## config.mk

```make
export PLATFORM = sky130hd
export DESIGN_NAME = uart_rx_flat
export DESIGN_NICKNAME = d
export VERILOG_FILES = /design/src/rtl/uart_pkg.sv /design/src/rtl/uart_rx_if.sv /design/src/rtl/uart_rx_fifo.sv /design/src/rtl/uart_rx.sv /design/src/flat_wrapper.sv
export SDC_FILE = /design/constraint.sdc
export NUM_CORES = 1
export LEC_CHECK = 0
export BUFFER_PORTS_ARGS = -buffer_cell sky130_fd_sc_hd__buf_2
export CORE_MARGIN = 8
export CORE_UTILIZATION = 64
export CTS_CLUSTER_SIZE = 28
export DETAILED_ROUTE_END_ITERATION = 6
export PLACE_DENSITY = 0.91
export SETUP_SLACK_MARGIN = 0.02
export SLEW_MARGIN = 25
export SYNTH_ARGS = -nofsm -noshare
export SYNTH_HDL_FRONTEND = slang
export SYNTH_SLANG_ARGS = --single-unit
```

## constraint.sdc

```tcl
create_clock -name clk -period 5 [get_ports clk]
set_clock_uncertainty 0.05 [all_clocks]
set_input_delay 1 -clock clk [delete_from_list [all_inputs] [get_ports clk]]
set_output_delay 1 -clock clk [all_outputs]
set_load 0.05 [all_outputs]
```

## src/rtl/uart_pkg.sv

```systemverilog
// Shared definitions for the UART receive path: state encoding, bit-period width
// and the standard baud constant.
package uart_pkg;

  localparam int CLKS_W = 12;

  // 9600 baud from the 32 MHz Papilio Duo clock
  localparam logic [CLKS_W-1:0] CPB_9600_32M = 12'hD05;

  localparam logic [2:0] ST_IDLE      = 3'd0;
  localparam logic [2:0] ST_START     = 3'd1;
  localparam logic [2:0] ST_DATA      = 3'd2;
  localparam logic [2:0] ST_STOP      = 3'd3;
  localparam logic [2:0] ST_WAIT_HIGH = 3'd4;

  typedef enum logic [2:0] {
    IDLE      = ST_IDLE,
    START     = ST_START,
    DATA      = ST_DATA,
    STOP      = ST_STOP,
    WAIT_HIGH = ST_WAIT_HIGH
  } rx_state_t;

endpackage

```

## src/rtl/uart_rx_if.sv

```systemverilog
// Receiver-side bundle: serial line, bit period and the read-strobe byte handshake.
interface uart_rx_if #(parameter int CLKS_W = uart_pkg::CLKS_W);

  logic              rx_serial;
  logic [CLKS_W-1:0] clk_per_bit;
  logic              rx_rd;
  logic [7:0]        rx_byte;
  logic              rx_ready;
  logic              rx_done;
  logic              rx_active;
  logic              rx_frame_err;
  logic              rx_overrun;

  // master is the consumer side (line source and port reader); slave is the receiver
  modport master (
    output rx_serial, clk_per_bit, rx_rd,
    input  rx_byte, rx_ready, rx_done, rx_active, rx_frame_err, rx_overrun
  );

  modport slave (
    input  rx_serial, clk_per_bit, rx_rd,
    output rx_byte, rx_ready, rx_done, rx_active, rx_frame_err, rx_overrun
  );

endinterface

```

## src/rtl/uart_rx_fifo.sv

```systemverilog
// Small synchronous byte FIFO for the receiver; a pop frees space for a push in the
// same cycle, so a full FIFO can accept a byte while it is being read.
module uart_rx_fifo #(
  parameter int AW = 2
) (
  input  logic       clk,
  input  logic       rst,
  input  logic       push,
  input  logic [7:0] push_data,
  input  logic       pop,
  output logic [7:0] pop_data,
  output logic       full,
  output logic       empty
);
  import uart_pkg::*;

  localparam int DEPTH = 1 << AW;

  logic [7:0]    mem [DEPTH];
  logic [AW-1:0] wr_ptr;
  logic [AW-1:0] rd_ptr;
  logic [AW:0]   count;
  logic          wr_en;
  logic          rd_en;

  assign rd_en    = pop && !empty;
  assign wr_en    = push && (!full || rd_en);
  assign empty    = (count == '0);
  assign full     = (count == (AW+1)'(DEPTH));
  assign pop_data = mem[rd_ptr];

  always_ff @(posedge clk or posedge rst) begin
    if (rst) begin
      for (int i = 0; i < DEPTH; i++) mem[i] <= '0;
      wr_ptr <= '0;
      rd_ptr <= '0;
      count  <= '0;
    end else begin
      if (wr_en) begin
        mem[wr_ptr] <= push_data;
        wr_ptr      <= wr_ptr + 1'b1;
      end
      if (rd_en) rd_ptr <= rd_ptr + 1'b1;
      if (wr_en && !rd_en)      count <= count + 1'b1;
      else if (rd_en && !wr_en) count <= count - 1'b1;
    end
  end

endmodule

```

## src/rtl/uart_rx.sv

```systemverilog
// 8N1 UART receiver with mid-bit sampling, glitch and break handling, and a
// read-strobe output. Define UART_RX_FIFO_EN for a FIFO instead of one holding register.
module uart_rx #(
  parameter int CLKS_W = uart_pkg::CLKS_W
`ifdef UART_RX_FIFO_EN
  , parameter int FIFO_AW = 2
`endif
) (
  input logic       clk,
  input logic       rst,
  uart_rx_if.slave  bus
);
  import uart_pkg::*;

  logic [1:0]        sync;
  logic              rx_s;
  rx_state_t         state, state_nxt;
  logic [CLKS_W-1:0] cnt, cnt_nxt;
  logic [CLKS_W-1:0] cpb, cpb_nxt;
  logic [CLKS_W-1:0] half_last;
  logic [CLKS_W-1:0] cpb_last;
  logic [2:0]        bit_idx, bit_idx_nxt;
  logic [7:0]        shift_reg, shift_nxt;
  logic              frame_err_q, frame_err_nxt;
  logic              push;
  logic              pop;
  logic              accept;
  logic              drop;
  logic              done_q;
  logic              overrun_q;

  // Presetting to 1 keeps an idle line from looking like a start bit out of reset
  always_ff @(posedge clk or posedge rst) begin
    if (rst) sync <= 2'b11;
    else     sync <= {sync[0], bus.rx_serial};
  end

  assign rx_s      = sync[1];
  assign half_last = (cpb >> 1) - 1'b1;
  assign cpb_last  = cpb - 1'b1;

  always_ff @(posedge clk or posedge rst) begin
    if (rst) begin
      state       <= IDLE;
      cnt         <= '0;
      cpb         <= '0;
      bit_idx     <= '0;
      shift_reg   <= '0;
      frame_err_q <= 1'b0;
    end else begin
      state       <= state_nxt;
      cnt         <= cnt_nxt;
      cpb         <= cpb_nxt;
      bit_idx     <= bit_idx_nxt;
      shift_reg   <= shift_nxt;
      frame_err_q <= frame_err_nxt;
    end
  end

  always_comb begin
    state_nxt     = state;
    cnt_nxt       = cnt + 1'b1;
    cpb_nxt       = cpb;
    bit_idx_nxt   = bit_idx;
    shift_nxt     = shift_reg;
    frame_err_nxt = 1'b0;
    push          = 1'b0;
    case (state)
      IDLE: begin
        cnt_nxt = '0;
        if (!rx_s) begin
          cpb_nxt   = bus.clk_per_bit;
          state_nxt = START;
        end
      end
      START: begin
        // A line that is high again at the start-bit centre was only a glitch
        if (cnt == half_last) begin
          cnt_nxt = '0;
          if (rx_s) begin
            state_nxt = IDLE;
          end else begin
            bit_idx_nxt = '0;
            state_nxt   = DATA;
          end
        end
      end
      DATA: begin
        if (cnt == cpb_last) begin
          cnt_nxt            = '0;
          shift_nxt[bit_idx] = rx_s;
          if (bit_idx == 3'd7) state_nxt = STOP;
          else                 bit_idx_nxt = bit_idx + 1'b1;
        end
      end
      STOP: begin
        if (cnt == cpb_last) begin
          cnt_nxt       = '0;
          push          = rx_s;
          frame_err_nxt = !rx_s;
          state_nxt     = rx_s ? IDLE : WAIT_HIGH;
        end
      end
      WAIT_HIGH: begin
        // Break: hold off start detection until the line returns high
        cnt_nxt = '0;
        if (rx_s) state_nxt = IDLE;
      end
      default: state_nxt = IDLE;
    endcase
  end

`ifdef UART_RX_FIFO_EN
  logic       fifo_full;
  logic       fifo_empty;
  logic [7:0] fifo_dout;

  assign pop    = bus.rx_rd && !fifo_empty;
  assign accept = push && (!fifo_full || pop);
  assign drop   = push && !accept;

  uart_rx_fifo #(.AW(FIFO_AW)) u_fifo (
    .clk       (clk),
    .rst       (rst),
    .push      (accept),
    .push_data (shift_reg),
    .pop       (pop),
    .pop_data  (fifo_dout),
    .full      (fifo_full),
    .empty     (fifo_empty)
  );

  assign bus.rx_ready = !fifo_empty;
  assign bus.rx_byte  = fifo_dout;
`else
  logic       hold_valid;
  logic [7:0] hold_byte;

  assign pop    = bus.rx_rd && hold_valid;
  assign accept = push && (!hold_valid || pop);
  assign drop   = push && !accept;

  // A same-cycle read frees the register, so the new byte replaces the one being read
  always_ff @(posedge clk or posedge rst) begin
    if (rst) begin
      hold_valid <= 1'b0;
      hold_byte  <= '0;
    end else if (accept) begin
      hold_valid <= 1'b1;
      hold_byte  <= shift_reg;
    end else if (pop) begin
      hold_valid <= 1'b0;
    end
  end

  assign bus.rx_ready = hold_valid;
  assign bus.rx_byte  = hold_byte;
`endif

  // A drop in the same cycle as a read still leaves overrun set
  always_ff @(posedge clk or posedge rst) begin
    if (rst) begin
      done_q    <= 1'b0;
      overrun_q <= 1'b0;
    end else begin
      done_q <= accept;
      if (drop)     overrun_q <= 1'b1;
      else if (pop) overrun_q <= 1'b0;
    end
  end

  assign bus.rx_done      = done_q;
  assign bus.rx_overrun   = overrun_q;
  assign bus.rx_frame_err = frame_err_q;
  assign bus.rx_active    = (state == START) || (state == DATA) || (state == STOP);

endmodule

```

## src/flat_wrapper.sv

```systemverilog
// flat-port wrapper written by rule: the top's interface ports become plain ports
module uart_rx_flat import uart_pkg::*;
#(
  parameter int CLKS_W = uart_pkg::CLKS_W

)
  (clk, rst, bus_rx_serial, bus_clk_per_bit, bus_rx_rd, bus_rx_byte, bus_rx_ready, bus_rx_done, bus_rx_active, bus_rx_frame_err, bus_rx_overrun);
  uart_rx_if #(.CLKS_W(CLKS_W)) bus_i ();
  input logic clk;
  input logic rst;
  input wire logic [$bits(bus_i.rx_serial)-1:0] bus_rx_serial;
  input wire logic [$bits(bus_i.clk_per_bit)-1:0] bus_clk_per_bit;
  input wire logic [$bits(bus_i.rx_rd)-1:0] bus_rx_rd;
  output wire logic [$bits(bus_i.rx_byte)-1:0] bus_rx_byte;
  output wire logic [$bits(bus_i.rx_ready)-1:0] bus_rx_ready;
  output wire logic [$bits(bus_i.rx_done)-1:0] bus_rx_done;
  output wire logic [$bits(bus_i.rx_active)-1:0] bus_rx_active;
  output wire logic [$bits(bus_i.rx_frame_err)-1:0] bus_rx_frame_err;
  output wire logic [$bits(bus_i.rx_overrun)-1:0] bus_rx_overrun;
  assign bus_i.rx_serial = bus_rx_serial;
  assign bus_i.clk_per_bit = bus_clk_per_bit;
  assign bus_i.rx_rd = bus_rx_rd;
  assign bus_rx_byte = bus_i.rx_byte;
  assign bus_rx_ready = bus_i.rx_ready;
  assign bus_rx_done = bus_i.rx_done;
  assign bus_rx_active = bus_i.rx_active;
  assign bus_rx_frame_err = bus_i.rx_frame_err;
  assign bus_rx_overrun = bus_i.rx_overrun;
  uart_rx #(.CLKS_W(CLKS_W)) u_core (.clk(clk), .rst(rst), .bus(bus_i));
endmodule
```

==> flow_metrics.env, run 1 <==
export IMPL_final_layout_size_suffix_gt1_share_pct=25.88
export IMPL_nets=333
export IMPL_synth_area_per_cell_um2=10.27
export IMPL_hpwlAfterDp_um=4520
export IMPL_first_pass_iters=4
export IMPL_grt_ovfl_total=0
export IMPL_yosysTopAreaCell="dfrtp_1"
export IMPL_num_rows=25
export IMPL_tns_ns=0
export IMPL_synth_common_cells="dfrtp_1, mux2_2, nor3_1, xnor2_1, xor2_1"
export IMPL_min_period_over_period_pct=79.43
export IMPL_clkSlewWorstSetupHoldPaths_ns=0.10
export IMPL_top_regs="u_core.cnt: 12 flops, u_core.cpb: 12 flops"
export IMPL_area_growth_pct=7.642
export IMPL_synth_top_flop_cell="dfrtp_1"
export IMPL_maxCapViolations=0
export IMPL_place_inst=359
export IMPL_grt_antenna_before_repair=0
export IMPL_ir_worst_vdd_mv=0.2199
export IMPL_place_area_um2=3187
export IMPL_crit_path_start_kind="flip-flop"
export IMPL_initial_utilization_pct=65.69
export IMPL_die_h_um=85.17
export IMPL_slew_headroom_pct=43.99
export IMPL_synth_top_cell_area_share_pct=40.87
export IMPL_cts_root_buf="clkbuf_8"
export IMPL_gp_congestion=0.9078
export IMPL_fin_area_um2=3296
export IMPL_critPathKind="flip-flop to flip-flop"
export IMPL_synth_seq_cells=52
export IMPL_hold_buffers=0
export IMPL_worstPathMaxFanout=12
export IMPL_grt_pass1_wl_um=10650
export IMPL_ys_seq_area_share_pct=42.58
export IMPL_syn_nets=319
export IMPL_synth_edf_count=0
export IMPL_viasPerCell=6.256
export IMPL_grt_pass1_vias=2265
export IMPL_postCtsSetupRepairBufs=0
export IMPL_die_area_um2=7253
export IMPL_min_period_ns=3.972
export IMPL_ys_warnings_count=0
export IMPL_cp_arrival_ns=4.07
export IMPL_vias=2296
export IMPL_die_w_um=85.17
export IMPL_synth_most_common_cell="dfrtp_1"
export IMPL_io_pins=29
export IMPL_wirelength_um=6238
export IMPL_cts_inserted_buffers=5
export IMPL_async_flop_share_pct=100.0
export IMPL_cts_resized=0
export IMPL_core_area_um2=4661
export IMPL_hp_class="flip-flop to flip-flop"
export IMPL_synth_area_um2=3062
export IMPL_postRouteAntennaNets=0
export IMPL_grt_max_degree=53
export IMPL_clockBufferDepth=2
export IMPL_htreeDepth=2
export IMPL_rsz0062_at_grt="no"
export IMPL_required_ns=5.10
export IMPL_synthCells=298
export IMPL_clock_fmax_mhz=251.8
export IMPL_clock_latency_ns=0.31
export IMPL_cellPowerDensity_nw_per_um2=299.7
export IMPL_holdWs_ns=0.3126
export IMPL_grt_usage_pct=18.01
export IMPL_diodes=0
export IMPL_cts_tree="built"
export IMPL_drtIter0Drc=233
export IMPL_synth_top_cells_by_area="dfrtp_1, mux2_2, xnor2_1, xor2_1, nor3_1"
export IMPL_hold_viol_final=0
export IMPL_layoutNonFillerInstCount=367
export IMPL_outcome="completed"
export IMPL_end_kind="flip-flop"
export IMPL_cts_sinks=52
export IMPL_drc=0
export IMPL_synth_distinct_cells=54
export IMPL_io_buffers=28
export IMPL_setup_viol_count_final=0
export IMPL_p_leak_uw=0.001415
export IMPL_post_drt_wl_per_cell_um=17.00
export IMPL_tightest_slew_ns=0.8402
export IMPL_slew_viol_final=0
## worst max-delay path: stages, from the launching register on
cell       delay (ns)
dfrtp_1          0.46
inv_1            0.15
ha_1             0.39
or3b_2           0.52
or3_4            0.39
a2111oi_4        0.35
nand4_1          0.22
or3_2            0.46
a21oi_1          0.67
nor3_1           0.14
## cell type report
type | instances | area (um^2)
Clock buffer | 5 | 68.82
Clock inverter | 3 | 33.78
Fill cell | 326 | 1365
Inverter | 8 | 32.53
Multi-Input combinational cell | 216 | 1642
Sequential cell | 52 | 1304
Tap cell | 54 | 67.56
Timing Repair Buffer | 29 | 147.6
## metrics by stage
stage | worst slack [ns] | util, % | total power (uW)
2_1_floorplan | 1.665 | - | 690.3
3_3_place_gp | 1.139 | 68.32 | 724.7
3_5_place_dp | 0.8976 | 68.38 | 733.7
4_1_cts | 0.8829 | 70.58 | 990.5
5_1_grt | 0.8391 | 70.71 | 1036
6_report | 1.028 | 70.71 | 987.8
## logic make-up after synthesis
kind of cell	synth area share [%]
XOR/XNOR	11.16
buffers and inverters	4.209
multiplexers	10.01
AO/OA/AOI/OAI	9.318
AND/OR/NAND/NOR	20.68
adder cells (fa/ha/maj)	2.043
flip-flops	42.58
## report_power, final
group          total (uW)  internal, uW  switching [uW]
Sequential            535           454            81.3
Clock                 256           105             150
Combinational         197           104            92.5
Total                 988           664             324
## cell usage in the layout (no fill, tap or decap), drive strengths merged, types with 9 or more instances in the layout
cell type	count
mux2	26
nand2	15
nor3	25
nor2	13
nand3	9
dfrtp	50
buf	29
inv	9
xnor2	22
xor2	17
## worst paths after layout
path | to | start | slack (ns) | cells past startpoint
setup / recovery | u_core.cnt[6] | u_core.cpb[1] | 1.03 | 9
hold reg to reg | u_core.sync[1] | u_core.sync[0] | 0.31 | 0
max in group asynchronous | u_core.cpb[8] | rst | 3.78 | 2
setup reg to reg | u_core.cnt[6] | u_core.cpb[1] | 1.03 | 9
hold / removal | u_core.sync[1] | u_core.sync[0] | 0.31 | 0
min in group asynchronous | u_core.cpb[11] | rst | 0.71 | 2
## routing by layer
metal	wire [um]	vias up	global-route usage, %
li1	-	1099	-
met1	2725	1120	23.54
met2	3018	68	28.69
met3	383	9	3.282
met4	110	0	7.120
met5	0	-	0
Note: power is estimated with default switching activity, not from simulation.
==> run 2, diff against run 1 <==
--- a/config.mk
+++ b/config.mk
@@ -7,10 +7,10 @@
 export LEC_CHECK = 0
 export BUFFER_PORTS_ARGS = -buffer_cell sky130_fd_sc_hd__buf_2
 export CORE_MARGIN = 8
-export CORE_UTILIZATION = 64
+export CORE_UTILIZATION = 54
 export CTS_CLUSTER_SIZE = 28
 export DETAILED_ROUTE_END_ITERATION = 6
-export PLACE_DENSITY = 0.91
+export PLACE_DENSITY = 0.83
 export SETUP_SLACK_MARGIN = 0.02
 export SLEW_MARGIN = 25
 export SYNTH_ARGS = -nofsm -noshare
==> constraint.sdc (replaced) <==
create_clock -name clk -period 3.5 [get_ports clk]
set_clock_uncertainty 0.05 [all_clocks]
set_input_delay 0.7 -clock clk [delete_from_list [all_inputs] [get_ports clk]]
set_output_delay 0.7 -clock clk [all_outputs]
set_load 0.05 [all_outputs]
==> flow_metrics.env, run 2 (synthesis gave the netlist of run 1 again) <==
export IMPL_outcome="completed"
export IMPL_cp_arrival_ns=3.48
export IMPL_min_period_over_period_pct=94.78
export IMPL_io_pins=29
export IMPL_cts_tree="built"
export IMPL_p_int_uw=952.9
export IMPL_postRouteAntennaNets=0
export IMPL_required_ns=3.66
export IMPL_p_sw_uw=470.5
export IMPL_vias=2326
export IMPL_whs_path_depth=0
export IMPL_top_regs="u_core.cnt: 12 flops, u_core.cpb: 12 flops"
export IMPL_clockBufferDepth=2
export IMPL_clock_latency_ns=0.31
export IMPL_core_area_um2=5507
export IMPL_viasPerCell=5.874
export IMPL_p_leak_uw=0.001467
export IMPL_cts_inserted_buffers=5
export IMPL_ir_worst_vdd_mv=0.2641
export IMPL_nets=344
export IMPL_area_growth_pct=10.87
export IMPL_clkSlewWorstSetupHoldPaths_ns=0.10
export IMPL_grt_pass1_wl_um=11430
export IMPL_final_layout_size_suffix_gt1_share_pct=28.40
export IMPL_num_fill_cells=452
export IMPL_finalPower_uw=1423
export IMPL_maxCapViolations=0
export IMPL_gp_congestion=0.8787
export IMPL_grt_ovfl_total=0
export IMPL_wirelength_um=6505
export IMPL_die_area_um2=8336
export IMPL_grt_pass1_vias=2425
export IMPL_p_sw_share_pct=33.06
export IMPL_seq_power_share_pct=53.3
export IMPL_grt_max_degree=53
export IMPL_io_buffers=28
export IMPL_cts_root_buf="clkbuf_8"
export IMPL_critPathKind="flip-flop to flip-flop"
export IMPL_rsz0062_at_grt="no"
export IMPL_worstPathMaxFanout=6
export IMPL_die_h_um=91.30
export IMPL_cellPowerDensity_nw_per_um2=419.3
export IMPL_hp_class="flip-flop to flip-flop"
export IMPL_end_kind="flip-flop"
export IMPL_most_common_layout_cells="dfrtp_1, buf_2, mux2_2"
export IMPL_drc=0
export IMPL_num_rows=27
export IMPL_layout_commonest_cell="dfrtp_1"
export IMPL_grt_usage_pct=16.50
export IMPL_postCtsSetupRepairBufs=0
export IMPL_grt_antenna_before_repair=0
export IMPL_r2r_cells=9
export IMPL_slew_viol_final=0
export IMPL_hold_viol_final=0
export IMPL_post_drt_wl_per_cell_um=16.43
export IMPL_tns_ns=0
export IMPL_multi_input_area_um2=1635
export IMPL_regArea_um2=1305
export IMPL_setup_viol_count_final=0
export IMPL_first_pass_iters=4
export IMPL_die_w_um=91.30
export IMPL_initial_utilization_pct=55.60
export IMPL_diodes=0
export IMPL_p_clk_share_pct=26.2
export IMPL_cts_sinks=52
export IMPL_clock_fmax_mhz=301.5
export IMPL_tightest_slew_ns=0.8988
export IMPL_htreeDepth=2
export IMPL_slew_headroom_pct=40.01
export IMPL_pwr_share_comb_pct=20.5
export IMPL_drtIter0Drc=190
export IMPL_hpwlAfterDp_um=4678
export IMPL_crit_path_start_kind="flip-flop"
export IMPL_min_period_ns=3.317
[run 2: what timing repair did]
item,CTS,global route
gates resized for setup,0,1
setup endpoints to repair,0,1
hold buffers,0,0
[run 2: worst max-delay path, cell delays in order, from the launching register on]
cell and delay [ns]:
dfrtp_1 0.46, inv_1 0.14, ha_1 0.17, or3b_2 0.50, or3_4 0.40, a2111oi_4 0.33
nand4_1 0.18, or3_1 0.36, a221o_1 0.37, mux2_4 0.26
[run 2: power by group through the flow]
stage / clock (uW) / sequential [uW] / combinational, uW
final: 374 / 759 / 291
after CTS: 390 / 755 / 293
after global placement: 0 / 762 / 282
after floorplan: 0 / 705 / 281
after global routing: 410 / 768 / 326
after detailed placement: 0 / 766 / 290
[run 2: final timing paths]
check,start,to,slack [ns]
max,u_core.cpb[1],u_core.bit_idx[0],0.18
min,u_core.sync[0],u_core.sync[1],0.33
max reg2reg,u_core.cpb[1],u_core.bit_idx[0],0.18
min reg2reg,u_core.sync[0],u_core.sync[1],0.33
max in group asynchronous,rst,u_core.cpb[2],2.33
min in group asynchronous,rst,u_core.bus.rx_frame_err,0.49
[run 2: layout make-up]
class	count	area share [%]
clock inverter	3	0.9952
tap	72	2.654
inverter	8	0.9215
clock buffer	5	2.027
multi-input combinational	216	48.18
timing repair buffer	40	6.782
sequential	52	38.44
[run 2: routing by layer]
metal,global-route usage (%),part of all wire (%),vias to the layer above
met5,0,0,-
met4,6.412,1.5,0
met3,3.868,4.8,10
met2,26.48,47,57
met1,21.01,46,1143
li1,-,-,1116
[run 2: through the flow]
step / instances / hold slack [ns] / util (%) / cell area, um^2 / setup slack (ns)
after detailed placement: 388 / 0.3044 / 59.74 / 3289 / 0.1949
final: 396 / 0.3266 / 61.65 / 3395 / 0.1828
after global placement: 388 / 0.2959 / 59.74 / 3289 / 0.2779
after floorplan: 298 / 0.2952 / - / 3062 / 0.1650
after CTS: 396 / 0.3261 / 61.60 / 3392 / 0.1810
after global routing: 396 / 0.3332 / 61.65 / 3395 / 0.04674
